===== src/rtl/spinner_pkg.sv =====
// Shared types and helpers for the spinner_array rotary-control emulator.
// Acceleration is compiled in only when SPINNER_ACCEL_EN is defined.
package spinner_pkg;

  typedef enum logic [1:0] {
    SP_IDLE  = 2'd0,
    SP_RUN_P = 2'd1,
    SP_RUN_N = 2'd2
  } sp_state_t;

  // Width of the hold counter; never below one bit so a zero-range config still builds.
  function automatic int hold_w(input int step_min, input int step_max, input int acc_shift);
    int w;
    w = $clog2(((step_max - step_min) << acc_shift) + 1);
    hold_w = (w < 1) ? 1 : w;
  endfunction

  function automatic int sat_add(input int pos, input int delta, input int width,
                                 input logic clamp);
    int sum;
    int max_v;
    sum   = pos + delta;
    max_v = (32'sd1 <<< width) - 32'sd1;
    if (clamp) begin
      if (sum < 32'sd0) begin
        sat_add = 32'sd0;
      end else if (sum > max_v) begin
        sat_add = max_v;
      end else begin
        sat_add = sum;
      end
    end else begin
      sat_add = sum & max_v;
    end
  endfunction

endpackage


===== src/rtl/spinner_channel.sv =====
// One spinner channel: run-state FSM, optional hold/acceleration (SPINNER_ACCEL_EN),
// and wrap/clamp position update on each tick.
module spinner_channel
  import spinner_pkg::*;
#(
  parameter int WIDTH     = 8,
  parameter int STEP_MIN  = 1,
  parameter int STEP_MAX  = 8,
  parameter int ACC_SHIFT = 2,
  parameter int ANA_SHIFT = 2,
  parameter int CENTER    = 0
) (
  input  logic             clk,
  input  logic             reset_n,
  input  logic             tick,
  input  logic             plus,
  input  logic             minus,
  input  logic             enable,
  input  logic             clamp,
  input  logic             ana_valid,
  input  logic [7:0]       ana_in,
  input  logic             recentre,
  output logic [WIDTH-1:0] angle,
  output logic             moved,
  output logic             dir
);

  sp_state_t          state_q, state_d;
  logic [WIDTH-1:0]   angle_q, angle_d;
  logic               moved_q, moved_d;
  logic               dir_q, dir_d;
  logic signed [31:0] delta;
  logic [31:0]        ana_ext;
  int                 new_pos;
  int                 step;

`ifdef SPINNER_ACCEL_EN
  localparam int HOLD_MAX = (STEP_MAX - STEP_MIN) << ACC_SHIFT;
  localparam int HOLD_W   = hold_w(STEP_MIN, STEP_MAX, ACC_SHIFT);

  logic [HOLD_W-1:0] hold_q, hold_d, hold_base, hold_inc;
  int                step_raw;

  // A reversal or a fresh press starts the hold count from zero before the step is taken.
  always_comb begin
    if (plus ? (state_q == SP_RUN_P) : (state_q == SP_RUN_N)) begin
      hold_base = hold_q;
    end else begin
      hold_base = '0;
    end
    if (int'(hold_base) >= HOLD_MAX) begin
      hold_inc = hold_base;
    end else begin
      hold_inc = hold_base + HOLD_W'(1);
    end
    step_raw = STEP_MIN + int'(hold_base >> ACC_SHIFT);
    step     = (step_raw > STEP_MAX) ? STEP_MAX : step_raw;
  end

  always_comb begin
    if (state_d == SP_IDLE) begin
      hold_d = '0;
    end else if (tick && !recentre) begin
      hold_d = hold_inc;
    end else begin
      hold_d = hold_q;
    end
  end

  always_ff @(posedge clk or negedge reset_n) begin
    if (!reset_n) begin
      hold_q <= '0;
    end else begin
      hold_q <= hold_d;
    end
  end
`else
  always_comb begin
    step = (STEP_MIN > STEP_MAX) ? STEP_MAX : STEP_MIN;
  end
`endif

  assign ana_ext = {{24{ana_in[7]}}, ana_in};

  // Priority: recentre, disable, analog, single button, idle.
  always_comb begin
    state_d = state_q;
    angle_d = angle_q;
    moved_d = 1'b0;
    dir_d   = dir_q;
    delta   = 32'sd0;
    new_pos = 0;
    if (recentre) begin
      angle_d = WIDTH'(CENTER);
      state_d = SP_IDLE;
    end else if (tick) begin
      if (!enable) begin
        state_d = SP_IDLE;
      end else if (ana_valid && (ana_in != 8'd0)) begin
        delta   = $signed(ana_ext) >>> ANA_SHIFT;
        state_d = SP_IDLE;
      end else if (plus ^ minus) begin
        delta   = plus ? step : -step;
        state_d = plus ? SP_RUN_P : SP_RUN_N;
      end else begin
        state_d = SP_IDLE;
      end
      new_pos = sat_add(int'(angle_q), delta, WIDTH, clamp);
      angle_d = new_pos[WIDTH-1:0];
      if (angle_d != angle_q) begin
        moved_d = 1'b1;
        dir_d   = (delta > 32'sd0);
      end else begin
        moved_d = 1'b0;
      end
    end else begin
      state_d = state_q;
    end
  end

  always_ff @(posedge clk or negedge reset_n) begin
    if (!reset_n) begin
      state_q <= SP_IDLE;
      angle_q <= WIDTH'(CENTER);
      moved_q <= 1'b0;
      dir_q   <= 1'b0;
    end else begin
      state_q <= state_d;
      angle_q <= angle_d;
      moved_q <= moved_d;
      dir_q   <= dir_d;
    end
  end

  assign angle = angle_q;
  assign moved = moved_q;
  assign dir   = dir_q;

endmodule


===== src/rtl/spinner_array.sv =====
// N-channel spinner emulator top: strobe edge detect and per-channel packing.
// Define SPINNER_ACCEL_EN to enable hold-based step acceleration.
module spinner_array #(
  parameter int NUM_CH    = 4,
  parameter int WIDTH     = 8,
  parameter int STEP_MIN  = 1,
  parameter int STEP_MAX  = 8,
  parameter int ACC_SHIFT = 2,
  parameter int ANA_SHIFT = 2,
  parameter int CENTER    = 0
) (
  input  logic                    clk,
  input  logic                    reset_n,
  input  logic                    strobe,
  input  logic [NUM_CH-1:0]       plus,
  input  logic [NUM_CH-1:0]       minus,
  input  logic [NUM_CH-1:0]       enable,
  input  logic [NUM_CH-1:0]       clamp,
  input  logic [NUM_CH-1:0]       ana_valid,
  input  logic [8*NUM_CH-1:0]     ana_in,
  input  logic [NUM_CH-1:0]       recentre,
  output logic [WIDTH*NUM_CH-1:0] angle,
  output logic [NUM_CH-1:0]       moved,
  output logic [NUM_CH-1:0]       dir
);

  logic strobe_q, tick_q, tick_d;

  assign tick_d = strobe & ~strobe_q;

  // Registered tick gives exactly one update per rising strobe, however long it stays high.
  always_ff @(posedge clk or negedge reset_n) begin
    if (!reset_n) begin
      strobe_q <= 1'b0;
      tick_q   <= 1'b0;
    end else begin
      strobe_q <= strobe;
      tick_q   <= tick_d;
    end
  end

  for (genvar i = 0; i < NUM_CH; i++) begin : g_ch
    spinner_channel #(
      .WIDTH    (WIDTH),
      .STEP_MIN (STEP_MIN),
      .STEP_MAX (STEP_MAX),
      .ACC_SHIFT(ACC_SHIFT),
      .ANA_SHIFT(ANA_SHIFT),
      .CENTER   (CENTER)
    ) u_ch (
      .clk      (clk),
      .reset_n  (reset_n),
      .tick     (tick_q),
      .plus     (plus[i]),
      .minus    (minus[i]),
      .enable   (enable[i]),
      .clamp    (clamp[i]),
      .ana_valid(ana_valid[i]),
      .ana_in   (ana_in[8*i +: 8]),
      .recentre (recentre[i]),
      .angle    (angle[WIDTH*i +: WIDTH]),
      .moved    (moved[i]),
      .dir      (dir[i])
    );
  end

endmodule


===== config.mk =====
export PLATFORM = sky130hd
export DESIGN_NAME = spinner_array
export DESIGN_NICKNAME = d
export VERILOG_FILES = /design/src/rtl/spinner_pkg.sv /design/src/rtl/spinner_channel.sv /design/src/rtl/spinner_array.sv
export SDC_FILE = /design/constraint.sdc
export NUM_CORES = 1
export LEC_CHECK = 0
export CAP_MARGIN = 30
export CORE_MARGIN = 3
export CORE_UTILIZATION = 40
export CTS_CLUSTER_DIAMETER = 60
export DETAILED_ROUTE_END_ITERATION = 16
export GPL_ROUTABILITY_DRIVEN = 0
export SETUP_SLACK_MARGIN = 0.4
export SLEW_MARGIN = 20
export SYNTH_ARGS = -nofsm -noshare
export SYNTH_HDL_FRONTEND = slang
export SYNTH_SLANG_ARGS = --single-unit

===== constraint.sdc =====
create_clock -name clk -period 8.9 [get_ports clk]
set_clock_uncertainty 0.2 [all_clocks]
set_input_delay 1.335 -clock clk [delete_from_list [all_inputs] [get_ports clk]]
set_output_delay 1.335 -clock clk [all_outputs]
set_load 0.01 [all_outputs]

## After elaboration in Yosys (flattened, before gate mapping)

Cells that the tools add are included.

| storage, ports and cells | value |
|---|---|
| input bits | 59 |
| word-level logic and storage cells | 124 |
| flip-flop bits (word level) | 42 |

| cells by class | value |
|---|---|
| reductions and logical operators | 16 |
| equal/unequal tests | 4 |
| $lt $le $gt $ge | 12 |
| add/sub/neg operators | 4 |
| bitwise gates (word level) | 10 |
| mux-type cells | 64 |

Operators with widths:

| kind | count |
|---|---|
| two-way mux 32 bit | 24 |
| two-way mux 8 bit | 28 |
| adder 9 x 32 -> 32 bit | 4 |
| greater-than comparator 32 x 1 -> 1 bit, second input constant | 4 |
| greater-than comparator 32 x 9 -> 1 bit, second input constant | 4 |
| < comparator 32 x 1 -> 1 bit, second input constant | 4 |
| inequality test 8 bit | 4 |
| nonzero test 8 bit | 4 |
| two-way mux 1 bit | 12 |
| AND reduction 3 bit | 4 |
| nonzero test 2 bit | 4 |
| NOT 1 bit | 5 |
| logical AND 1 bit | 4 |
| bitwise XOR 1 bit | 4 |
| AND 1 bit | 1 |

## Depth between registers and ports, before layout

| logic depth | value |
|---|---|
| depth after elaboration | 17 |
| mapped depth | 23 |
| depth with buffers taken out | 23 |

## By module

A second synthesis with hierarchy kept.

| unflattened totals | value |
|---|---|
| cells, all modules | 783 |
| area, all modules | 6427.4 sq um |

By module, submodules not included:

| module | cells each | instances | area an instance (sq um) |
|---|---|---|---|
| spinner_channel (g_ch[0].u_ch ...) | 196 | 2 | 1584.0 |
| spinner_channel (g_ch[3].u_ch) | 205 | 1 | 1660.3 |
| spinner_channel (g_ch[2].u_ch) | 183 | 1 | 1535.2 |
| spinner_array | 3 | 1 | 63.8 |

## Least setup slack after synthesis

OpenSTA, ideal clock, no wires.

| timing path | value |
|---|---|
| path type | in2reg |
| start | input ana_in[3] |
| end | register g_ch[0].u_ch.dir_q |
| slack | 1988 ps |
| required time | 8575 ps |
| stages | 21 |
| setup time | 125 ps |
| data arrival time | 6587 ps |
| path through | or4_1 > or4_1 > o21ai_0 > nand2_1 > a21oi_1 > inv_1 > fa_1 > nand2b_1 > a21oi_1 > o31a_1 > o21ai_0 > ha_1 > or4b_2 > nor4_1 > nand3b_1 > o21ai_0 > a21oi_1 > xnor2_1 > nor2_1 > a311oi_2 > mux2_2 |

| on the way | value |
|---|---|
| word-level cells in the longest chain between the ends | 15 |
| elaborated cells between the ends (all ways) | 17 |
| those cells by class | add/sub (1); order compare (3); eq/ne (1); mux (9); reduce/logical (3) |

Ends and longest elaborated chain:

| element | RTL line | RTL |
|---|---|---|
| from (decl) | spinner_array.sv:20 | `input logic [8*NUM_CH-1:0] ana_in,` |
| nonzero test 8 bit | spinner_channel.sv:99 | `end else if (ana_valid && (ana_in != 8'd0)) begin` |
| logical AND 1 bit | spinner_channel.sv:99 |  |
| two-way mux 32 bit (*) | spinner_channel.sv:99 |  |
| two-way mux 32 bit (*) | spinner_channel.sv:97 | `if (!enable) begin` |
| two-way mux 32 bit (*) | spinner_channel.sv:96 | `end else if (tick) begin` |
| two-way mux 32 bit (*) | spinner_channel.sv:93 | `if (recentre) begin` |
| adder 9 x 32 -> 32 bit | spinner_pkg.sv:22 | `sum = pos + delta;` |
| greater-than comparator 32 x 9 -> 1 bit | spinner_pkg.sv:27 | `end else if (sum > max_v) begin` |
| two-way mux 8 bit | spinner_pkg.sv:27 |  |
| two-way mux 8 bit | spinner_pkg.sv:25 | `if (sum < 32'sd0) begin` |
| two-way mux 8 bit | spinner_pkg.sv:24 | `if (clamp) begin` |
| two-way mux 8 bit | spinner_channel.sv:96 |  |
| two-way mux 8 bit | spinner_channel.sv:93 |  |
| inequality test 8 bit | spinner_channel.sv:110 | `if (angle_d != angle_q) begin` |
| AND reduction 3 bit (no line) | n/a |  |
| to (signal assigned) | spinner_channel.sv:131 | `dir_q <= dir_d;` |
| to (decl) | spinner_channel.sv:31 | `logic dir_q, dir_d;` |

Every way passes the cells marked *; elsewhere a longest branch is shown, timed or not. The select of a mux whose other input is x is not followed.
A chain may end at the register's enable or synchronous reset.

## Worst setup path in the final report

Same ends and word-level chain as after synthesis.

==> flow_summary.yaml <==
yosys:
  synth_area_mm2: 0.00579
  synth_area_leaders: "dfrtp_1 (18%), ha_1 (18%), a21oi_1 (6.6%), nand2_1 (5.4%), o211ai_1 (3.8%)"
  yosysSeqAreaShare_pct: 18.1
  ys_async_sr_fraction_pct: 100
  yosysTopAreaCellShare_pct: 18.1
  ys_ff_latch: 42
  synth_edf_count: 0
  ys_top_cells_by_count: "ha_1 (84), nand2_1 (84), a21oi_1 (76)"
  synth_warnings: 0
  synth.avg_cell_area_um2: 7.89
  dominantRegCellSynth: "dfrtp_1"
  synth_nets: 881
  synth_top_area_cell: "dfrtp_1"
  synth_cell_types: 84
  syn_inst: 734
layout:
  drive_gt1_share_pct: 5.04
  multiInputGateArea_mm2: 0.00440
  diodes: 0
  area_growth_pct: 21.4
  nets: 960
  final_cells: 994
  fillers: 1358
  regArea_mm2: 0.00105
clock_network:
  htreeDepth: 2
  cts_buffers: 5
  clk_path_buf_depth: 2
  cts_tree: "yes"
  cts_root_buf: "clkbuf_16"
  postCtsSetupRepairBufs: 0
  clock_sinks: 42
  clk_pin_slew_ns: 0.06
  ctsResizeCount: 0
  clk_latency_ns: 0.28
  cts_hold_buf: 0
power_and_ir_drop:
  p_int_w: 0.000469
  ir_drop_mv: 0.0703
  total_power_w: 0.000720
  p_switching_w: 0.000251
  combPwrFrac_pct: 43.0
  p_leak_nw: 2.97
  p_sw_share_pct: 34.9
  power_frac_clock_pct: 24.8
  seqPwrFrac_pct: 32.2
  power.density_mw_per_mm2: 102
setup_path:
  cp.arrival_ns: 7.62
  path_class: "in2reg"
  endpoint_kind: "flip-flop"
  cp-start-kind: "primary input"
  required_ns: 8.87
  worst-path-max-fanout: 6
routing:
  dr_total_vias: 5708
  firstDrtPassIters: 5
  drc: 0
  drtAntennaViolNets: 0
  avgRoutedWirePerCell_um: 15.0
  drt_iter0_markers: 323
  wirelength_um: 14900
  vias_per_cell: 5.74
min_path:
  hp-class: "reg2reg"
global_routing:
  grt_pass1_vias: 5254
  grt_pass1_wl_um: 25100
  grt_start_max_net_pins: 43
  antenna_found_initial: 0
  track_usage_pct: 18.1
  grt_remaining_overflow: 0
sta:
  fin_setup_tns_ns: 0
  setup_viol: 0
  fin_crit_sh_pct: 86.0
  slew_headroom_pct: 52.3
  timing.fmax_mhz: 131
  finalCriticalPeriod_ns: 7.66
  rsz0062_at_grt: "false"
  hold_viol_final: 0
  tightest_slew_ns: 0.716
  maxSlewViolCount: 0
  fin_hold_ws_ns: 0.185
place:
  dpl.hpwl_um: 11700
  dp_cells: 984
  port_buffers: 98
outcome:
  status: "finished, final reports clean"
floorplanning:
  fp.dieW_um: 126
  coreArea_mm2: 0.0140
  rows: 43
  die_area_mm2: 0.0160
  io_pins: 99
  initial_core_util_pct: 41.2
  die_y_um: 126
run:
  drv_cap: 0
[flip-flops by register name, indices dropped and copies added (netlist names)]
signal / cells
g_ch.u_ch.moved: 4
strobe_q: 1
tick_q: 1
g_ch.u_ch.angle: 32
g_ch.u_ch.dir: 4
[worst max-delay path: stages]
cell and delay [ns]:
clkdlybuf4s50_1 0.43, or4_1 0.54, or4_1 0.49, o21ai_0 0.34
nand2_1 0.17, a21oi_1 0.21, inv_1 0.09, fa_1 0.42
nand2b_1 0.18, a21oi_1 0.19, o31a_1 0.27, o21ai_0 0.11
ha_1 0.28, or4b_2 0.57, nor4_1 0.53, nand3b_1 0.27
o21ai_0 0.11, a21oi_1 0.21, xnor2_1 0.15, nor2_1 0.07
a311oi_2 0.29, mux2_2 0.36
[power groups by stage]
| stage | Clock, W | Sequential (W) | Combinational, W |
|---|---|---|---|
| final | 0.000179 | 0.000232 | 0.000310 |
| after global routing | 0.000193 | 0.000235 | 0.000345 |
| after CTS | 0.000187 | 0.000232 | 0.000308 |
| after detailed placement | 0 | 0.000235 | 0.000306 |
| after global placement | 0 | 0.000235 | 0.000301 |
| after floorplan | 0 | 0.000232 | 0.000206 |
[routing by layer]
metal	vias up	track usage, %	routed length (µm)
li1	2873	-	-
met1	2684	25.0	7090
met2	140	30.6	6960
met3	11	2.91	723
met4	0	2.71	112
met5	-	0	0
[metrics by stage]
step | cell area, µm² | setup slack, ns | util [%]
floorplan | 5790 | 1.99 | -
global placement | 6840 | 1.26 | 48.7
detailed placement | 6840 | 1.02 | 48.7
CTS | 6990 | 1.30 | 49.8
global route | 7030 | 0.821 | 50.1
finish | 7030 | 1.24 | 50.1
[final timing paths]
| kind | startpoint | to | slack, ns | depth (start not counted) |
|---|---|---|---|---|
| min in group asynchronous | reset_n | g_ch[3].u_ch.angle[0] | 0.84 | 1 |
| worst max-delay path | ana_in[3] | g_ch[0].u_ch.dir | 1.24 | 22 |
| worst min register to register | strobe_q | tick_q | 0.19 | 1 |
| worst max register to register | g_ch[1].u_ch.angle[3] | g_ch[1].u_ch.dir | 3.75 | 17 |
| worst min-delay path | strobe_q | tick_q | 0.19 | 1 |
| max in group asynchronous | reset_n | strobe_q | 7.15 | 2 |
[kinds of logic (layout without fill, tap and decap cells)]
kind of cell               Yosys count  count (layout)  share of synthesized area, %
buffers and inverters               77             157                          5.96
AOI/OAI and AO/OA                  238             238                          28.2
xor gates and xnor gates            25              25                          3.78
adders and majority gates           88              88                          19.5
muxes                                7               7                          1.34
and+or+nand+nor                    257             257                          23.0
DFF                                 42              42                          18.1
[layout by cell type, fill, tap and decap left out, types with 5 or more instances in the layout]
cell type / count
and2_1: 9
or4_1: 9
dfrtp_1: 42
xor2_1: 7
a21oi_1: 76
a21o_1: 8
xnor2_1: 18
a211oi_1: 13
clkdlybuf4s50_1: 97
nand2_1: 84
nor4b_1: 6
a21boi_0: 8
nand3_1: 16
o21ai_0: 31
a31oi_1: 5
ha_1: 84
nor4_1: 5
o22ai_1: 6
nand4_1: 6
inv_1: 46
o211ai_1: 29
nand2b_1: 17
and3_1: 11
or2_2: 5
nor2_1: 50
o21a_1: 8
clkbuf_16: 5
nor3_1: 11
[cell type report]
class / count / share of cell area (%)
Tap cell: 180 / 3.20
Sequential cell: 42 / 15.0
Multi-Input combinational cell: 615 / 62.5
Inverter: 46 / 2.46
Clock inverter: 1 / 0.0712
Timing Repair Buffer: 103 / 14.8
Clock buffer: 7 / 2.03
Power figures use the tool's default switching activity.
